`config.mk`:
```
export PLATFORM = sky130hd
export DESIGN_NAME = dvi_timing_ctrl
export DESIGN_NICKNAME = d
export VERILOG_FILES = /design/src/rtl/dvi_timing_ctrl.sv
export SDC_FILE = /design/constraint.sdc
export NUM_CORES = 1
export LEC_CHECK = 0
export CAP_MARGIN = 20
export CORE_MARGIN = 4
export CORE_UTILIZATION = 40
export CTS_BUF_LIST = sky130_fd_sc_hd__clkbuf_16
export DETAILED_ROUTE_END_ITERATION = 16
export SLEW_MARGIN = 10
export SYNTH_ARGS = -nofsm -noshare
export SYNTH_HDL_FRONTEND = slang
export SYNTH_SLANG_ARGS = --single-unit
```
`constraint.sdc`:
```
create_clock -name pix_clk -period 6.6 [get_ports pix_clk]
set_clock_uncertainty 0.1 [all_clocks]
set_input_delay 1.98 -clock pix_clk [delete_from_list [all_inputs] [get_ports pix_clk]]
set_output_delay 1.98 -clock pix_clk [all_outputs]
set_load 0.01 [all_outputs]
```
`src/rtl/dvi_timing_ctrl.sv`:
```
// dvi_timing_ctrl: programmable DVI/TMDS video timing generator (de, hsync, vsync, x, y).
// Latency: one pix_clk from counter (h,v) to every registered output.
// Config: staging registers are copied to the active set only at a frame wrap (or at once when idle).
//
// Ports:
//   pix_clk, rst_n          clock / async active-low reset
//   run                     level, 1 = generate frames (start/stop honoured at frame boundaries)
//   cfg_wr/addr/wdata       staging write: 0..7 timing fields, 8 = polarity {vsync,hsync}, 9..15 ignored
//   cfg_commit              request staging->active transfer; cfg_busy while pending, cfg_err on reject
//   de, hsync, vsync, x, y  decoded video timing
//   line_start, frame_start one-cycle pulses at h==0 / (h,v)==(0,0)
//   active                  1 while in RUN or STOPPING
module dvi_timing_ctrl #(
  parameter int CW           = 13,
  parameter int DEF_H_ACTIVE = 640,
  parameter int DEF_H_FP     = 16,
  parameter int DEF_H_SYNC   = 96,
  parameter int DEF_H_BP     = 48,
  parameter int DEF_V_ACTIVE = 480,
  parameter int DEF_V_FP     = 10,
  parameter int DEF_V_SYNC   = 2,
  parameter int DEF_V_BP     = 33
) (
  input  logic          pix_clk,
  input  logic          rst_n,
  input  logic          run,
  input  logic          cfg_wr,
  input  logic [3:0]    cfg_addr,
  input  logic [CW-1:0] cfg_wdata,
  input  logic          cfg_commit,
  output logic          cfg_busy,
  output logic          cfg_err,
  output logic          de,
  output logic          hsync,
  output logic          vsync,
  output logic [CW-1:0] x,
  output logic [CW-1:0] y,
  output logic          line_start,
  output logic          frame_start,
  output logic          active
);

  typedef enum logic [1:0] {IDLE, RUN, STOPPING} state_t;

  localparam logic [CW+1:0] MAX_TOTAL = {2'b00, {CW{1'b1}}};

  function automatic logic [CW-1:0] def_field(input int idx);
    case (idx)
      0:       return CW'(DEF_H_ACTIVE);
      1:       return CW'(DEF_H_FP);
      2:       return CW'(DEF_H_SYNC);
      3:       return CW'(DEF_H_BP);
      4:       return CW'(DEF_V_ACTIVE);
      5:       return CW'(DEF_V_FP);
      6:       return CW'(DEF_V_SYNC);
      default: return CW'(DEF_V_BP);
    endcase
  endfunction

  state_t        state;
  logic [CW-1:0] h, v;
  logic [CW-1:0] stg [8];
  logic [CW-1:0] act [8];
  logic [1:0]    stg_pol, act_pol;
  logic          pending;

  // Boundaries of the active set; a validated set always fits in CW bits.
  logic [CW-1:0] hs_beg, hs_end, ht, vs_beg, vs_end, vt;
  assign hs_beg = act[0] + act[1];
  assign hs_end = hs_beg + act[2];
  assign ht     = hs_end + act[3];
  assign vs_beg = act[4] + act[5];
  assign vs_end = vs_beg + act[6];
  assign vt     = vs_end + act[7];

  // Staging totals are widened so an overflowing set is detected rather than wrapped.
  logic [CW+1:0] stg_ht, stg_vt;
  assign stg_ht = {2'b00, stg[0]} + {2'b00, stg[1]} + {2'b00, stg[2]} + {2'b00, stg[3]};
  assign stg_vt = {2'b00, stg[4]} + {2'b00, stg[5]} + {2'b00, stg[6]} + {2'b00, stg[7]};

  logic stg_bad;
  assign stg_bad = (stg[0] == '0) || (stg[2] == '0) || (stg[4] == '0) || (stg[6] == '0) ||
                   (stg_ht > MAX_TOTAL) || (stg_vt > MAX_TOTAL);

  logic running, h_last, v_last, wrap, copy, h_on, v_on;
  assign running = (state != IDLE);
  assign h_last  = (h == ht - CW'(1));
  assign v_last  = (v == vt - CW'(1));
  assign wrap    = running && h_last && v_last;
  assign copy    = pending && (wrap || state == IDLE);
  assign h_on    = running && (h >= hs_beg) && (h < hs_end);
  assign v_on    = running && (v >= vs_beg) && (v < vs_end);

  assign cfg_busy = pending;

  always_ff @(posedge pix_clk or negedge rst_n) begin
    if (!rst_n) begin
      state       <= IDLE;
      active      <= 1'b0;
      h           <= '0;
      v           <= '0;
      for (int i = 0; i < 8; i++) begin
        stg[i] <= def_field(i);
        act[i] <= def_field(i);
      end
      stg_pol     <= 2'b11;
      act_pol     <= 2'b11;
      pending     <= 1'b0;
      cfg_err     <= 1'b0;
      de          <= 1'b0;
      hsync       <= 1'b0;
      vsync       <= 1'b0;
      x           <= '0;
      y           <= '0;
      line_start  <= 1'b0;
      frame_start <= 1'b0;
    end else begin
      // Control FSM; active mirrors the next state so it is a plain flop.
      case (state)
        IDLE: if (run) begin
          state  <= RUN;
          active <= 1'b1;
        end
        RUN: if (!run) state <= STOPPING;
        STOPPING: begin
          if (run) begin
            state <= RUN;
          end else if (wrap) begin
            state  <= IDLE;
            active <= 1'b0;
          end
        end
        default: begin
          state  <= IDLE;
          active <= 1'b0;
        end
      endcase

      // Counters sit at (0,0) while idle so the first frame starts cleanly.
      if (!running) begin
        h <= '0;
        v <= '0;
      end else if (h_last) begin
        h <= '0;
        v <= v_last ? '0 : v + CW'(1);
      end else begin
        h <= h + CW'(1);
      end

      if (cfg_wr) begin
        if (cfg_addr < 4'd8)       stg[cfg_addr[2:0]] <= cfg_wdata;
        else if (cfg_addr == 4'd8) stg_pol            <= cfg_wdata[1:0];
      end

      // The copy sees pre-edge staging values; a same-cycle write lands afterwards.
      if (copy && !stg_bad) begin
        for (int i = 0; i < 8; i++) act[i] <= stg[i];
        act_pol <= stg_pol;
      end
      pending <= copy ? 1'b0 : (pending | cfg_commit);
      cfg_err <= copy && stg_bad;

      // Sync level: asserted drives the polarity bit, deasserted its inverse.
      de          <= running && (h < act[0]) && (v < act[4]);
      hsync       <= ~(h_on ^ act_pol[0]);
      vsync       <= ~(v_on ^ act_pol[1]);
      x           <= running ? h : '0;
      y           <= running ? v : '0;
      line_start  <= running && (h == '0);
      frame_start <= running && (h == '0) && (v == '0);
    end
  end

endmodule

```
==> results.cfg <==
[status]
outcome = completed

[clock_network]
cts_buffers = 29
root_buffer = clkbuf_16
cts_tree = done
cts_num_sinks = 274
clockBufferDepth = 3
clock_latency_ps = 560
htreeDepth = 1
path_clk_slew_ps = 60

[sta]
finalCritPeriodShare_pct = 95.5
hold_viol = 0
min_period_ps = 6300
setup_viol = 0
finalSetupTns_ps = 0
finalHoldWorstSlack_ps = 421
drv_slew = 0
fmax_mhz = 159
relSlewSlack_pct = 43.3
worstMarginPinSlew_ps = 848

[logic_synthesis]
async_flop_share_pct = 100
synth_top_area_share_pct = 32.7
ys_seq_area_share_pct = 37.9
ys_warn_count = 0
synth_edf_count = 0
ys_types = 70
synth_top_flop_cell = dfrtp_1
ys_ff_latch = 274
syn_nets = 1884
yosys-top-cells-area = dfrtp_1, ha_1, mux2_2
post-synth-top-area-cell = dfrtp_1
synth.avg_cell_area_um2 = 11.4
synthCells = 1606
synth_area_mm2 = 0.0182

[placement]
hpwlAfterDp_um = 33300
io_buffers = 55
gp_congestion = 0.832
place_area_mm2 = 0.0195

[setup_path]
ff2ff_setup_slack_ps = 300
worstSetupPathType = flop to flop
arrival_ps = 6630
end_kind = flop
r2r_start = act[26]$_DFFE_PN0P_
start_kind = flop
slowest_stage = a211o_4
r2r-end = act[60]$_DFFE_PN0P_
cpPeakStageDelay_ps = 480
worstPathMaxFanout = 19
cp_data_required_time_ps = 6930
rr_worst_depth = 25

[final_layout]
area_growth_pct = 13.2
final_nets = 1958
nFillCells = 4050
multi_input_area_mm2 = 0.0107
drive_gt1_share_pct = 20.4
ff_latch_area_mm2 = 0.00690
n_antenna_cell = 0
finalInstanceArea_mm2 = 0.0206

[die]
initial_core_util_pct = 40.9
die_y_um = 221
fp.coreArea_mm2 = 0.0446
die_w_um = 221
dieArea_mm2 = 0.0491
top_level_ports = 56
row_count = 77

[min_path]
hold_end = act[4]$_DFFE_PN0P_
min_path_cells = 1
min_path_type = flop to flop
min_from = act[4]$_DFFE_PN0P_

[route]
via_per_inst = 5.32
drtPass1Iterations = 5
ant_nets = 0
wire_per_inst_um = 18.7
wl_um = 42900
vias = 12214
drc_errors = 0
drt_iter0_drc = 877

[global_route]
gr-usage-met2_pct = 26.6
grt-busiest-layer = met2
antenna_found_initial = 0
grt_pass1_wl_um = 69100
grt_pass1_vias = 12361
grt_max_degree = 106
grt_use_met1_pct = 26.0
overflow = 0
use_met3_pct = 2.54
grt_usage_pct = 17.3

[flow_run]
drv_cap = 0
==> Yosys cell counts, drive strengths merged (23+ instances only) <==
cell type  instances
dfrtp            238
mux2             212
ha               198
inv              139
nor2              70
a21oi             68
fa                58
xnor2             58
o21ai             51
a21o              50
nand2             41
xor2              41
dfstp             36
and3              29
nor3              28
and2              26
nor4              23
==> worst max-delay path: cells and delay by family, from the launching register on <==
family | cells | cell delay, ps
compound gates | 10 | 2230
fa+ha+maj | 5 | 1540
xor+xnor | 3 | 680
buf+inv | 3 | 450
mux | 2 | 440
flops | 1 | 380
simple gates | 2 | 340
==> through the flow <==
| stage | util (%) | setup WS (ps) | std cells |
|---|---|---|---|
| floorplan | - | 750 | 1606 |
| global placement | 43.7 | 136 | 2231 |
| detailed placement | 43.7 | -21.4 | 2231 |
| CTS | 45.9 | 74.1 | 2286 |
| global route | 46.3 | -69.4 | 2294 |
| finish | 46.3 | 300 | 2294 |
==> cells in the final DEF (no fill, tap or decap), types with 20 or more instances in the layout <==
cell,instances
dfrtp_1,238
ha_1,196
mux2_2,172
inv_1,147
nor2_1,68
a21oi_1,61
xnor2_1,58
fa_1,58
clkdlybuf4s50_1,54
a21o_1,50
o21ai_0,48
nand2_1,41
mux2_4,40
xor2_1,39
dfstp_2,36
clkbuf_16,31
and3_1,28
nor3_1,27
and2_1,26
nor4_1,23
o21a_1,20
nand3_1,20
==> worst max-delay path by stage <==
stage,startpoint,end,slack [ps],cells past startpoint
floorplan,act[27]$_DFFE_PN1P_,act[101]$_DFFE_PN0P_,750,26
global placement,act[79]$_DFFE_PN0P_,act[78]$_DFFE_PN0P_,140,28
detailed placement,act[79]$_DFFE_PN0P_,act[92]$_DFFE_PN0P_,-20,28
CTS,act[79]$_DFFE_PN0P_,act[55]$_DFFE_PN0P_,70,28
global route,act[26]$_DFFE_PN0P_,act[73]$_DFFE_PN0P_,-70,25
finish,act[26]$_DFFE_PN0P_,act[60]$_DFFE_PN0P_,300,25
==> layer usage <==
| layer | vias up | part of all wire [%] |
|---|---|---|
| met4 | 0 | 2.2 |
| met1 | 6069 | 50 |
| met5 | - | 0 |
| met3 | 48 | 4.1 |
| li1 | 5885 | - |
| met2 | 212 | 44 |
==> kinds of logic after synthesis <==
group | Yosys count | share of synthesized area (%)
and+or+nand+nor | 316 | 9.25
DFF | 274 | 37.9
AOI/OAI and AO/OA | 267 | 9.86
xor gates and xnor gates | 100 | 4.88
buffers and inverters | 174 | 3.88
adders and majority gates | 256 | 20.0
muxes | 219 | 14.3
==> flip-flops by register name, summed over array words and instances (netlist names), 2 cells and up <==
signal   cells
act        104
stg        104
h           13
v           13
x           13
y           13
act_pol      2
state        2
stg_pol      2
==> final cells by class <==
class                   instances  share of cell area [%]
clock buffers                  29                    3.52
clock inverters                24                    1.05
inverters                     139                    2.53
multi-input cells            1158                    51.9
flip-flops and latches        274                    33.4
well taps                     592                    3.59
repair buffers                 78                    3.95
==> repair_timing <==
item | in CTS | in global routing
setup buffers | 2 | 6
endpoints found under the setup margin | 70 | 115
hold buffers | 0 | 0
gates cloned | 0 | 2
resized for setup | 2 | 23
pin swaps | 1 | 6
Power is not shown: default switching activity piles up to over one toggle a cycle in this logic, so the estimate is an artifact.
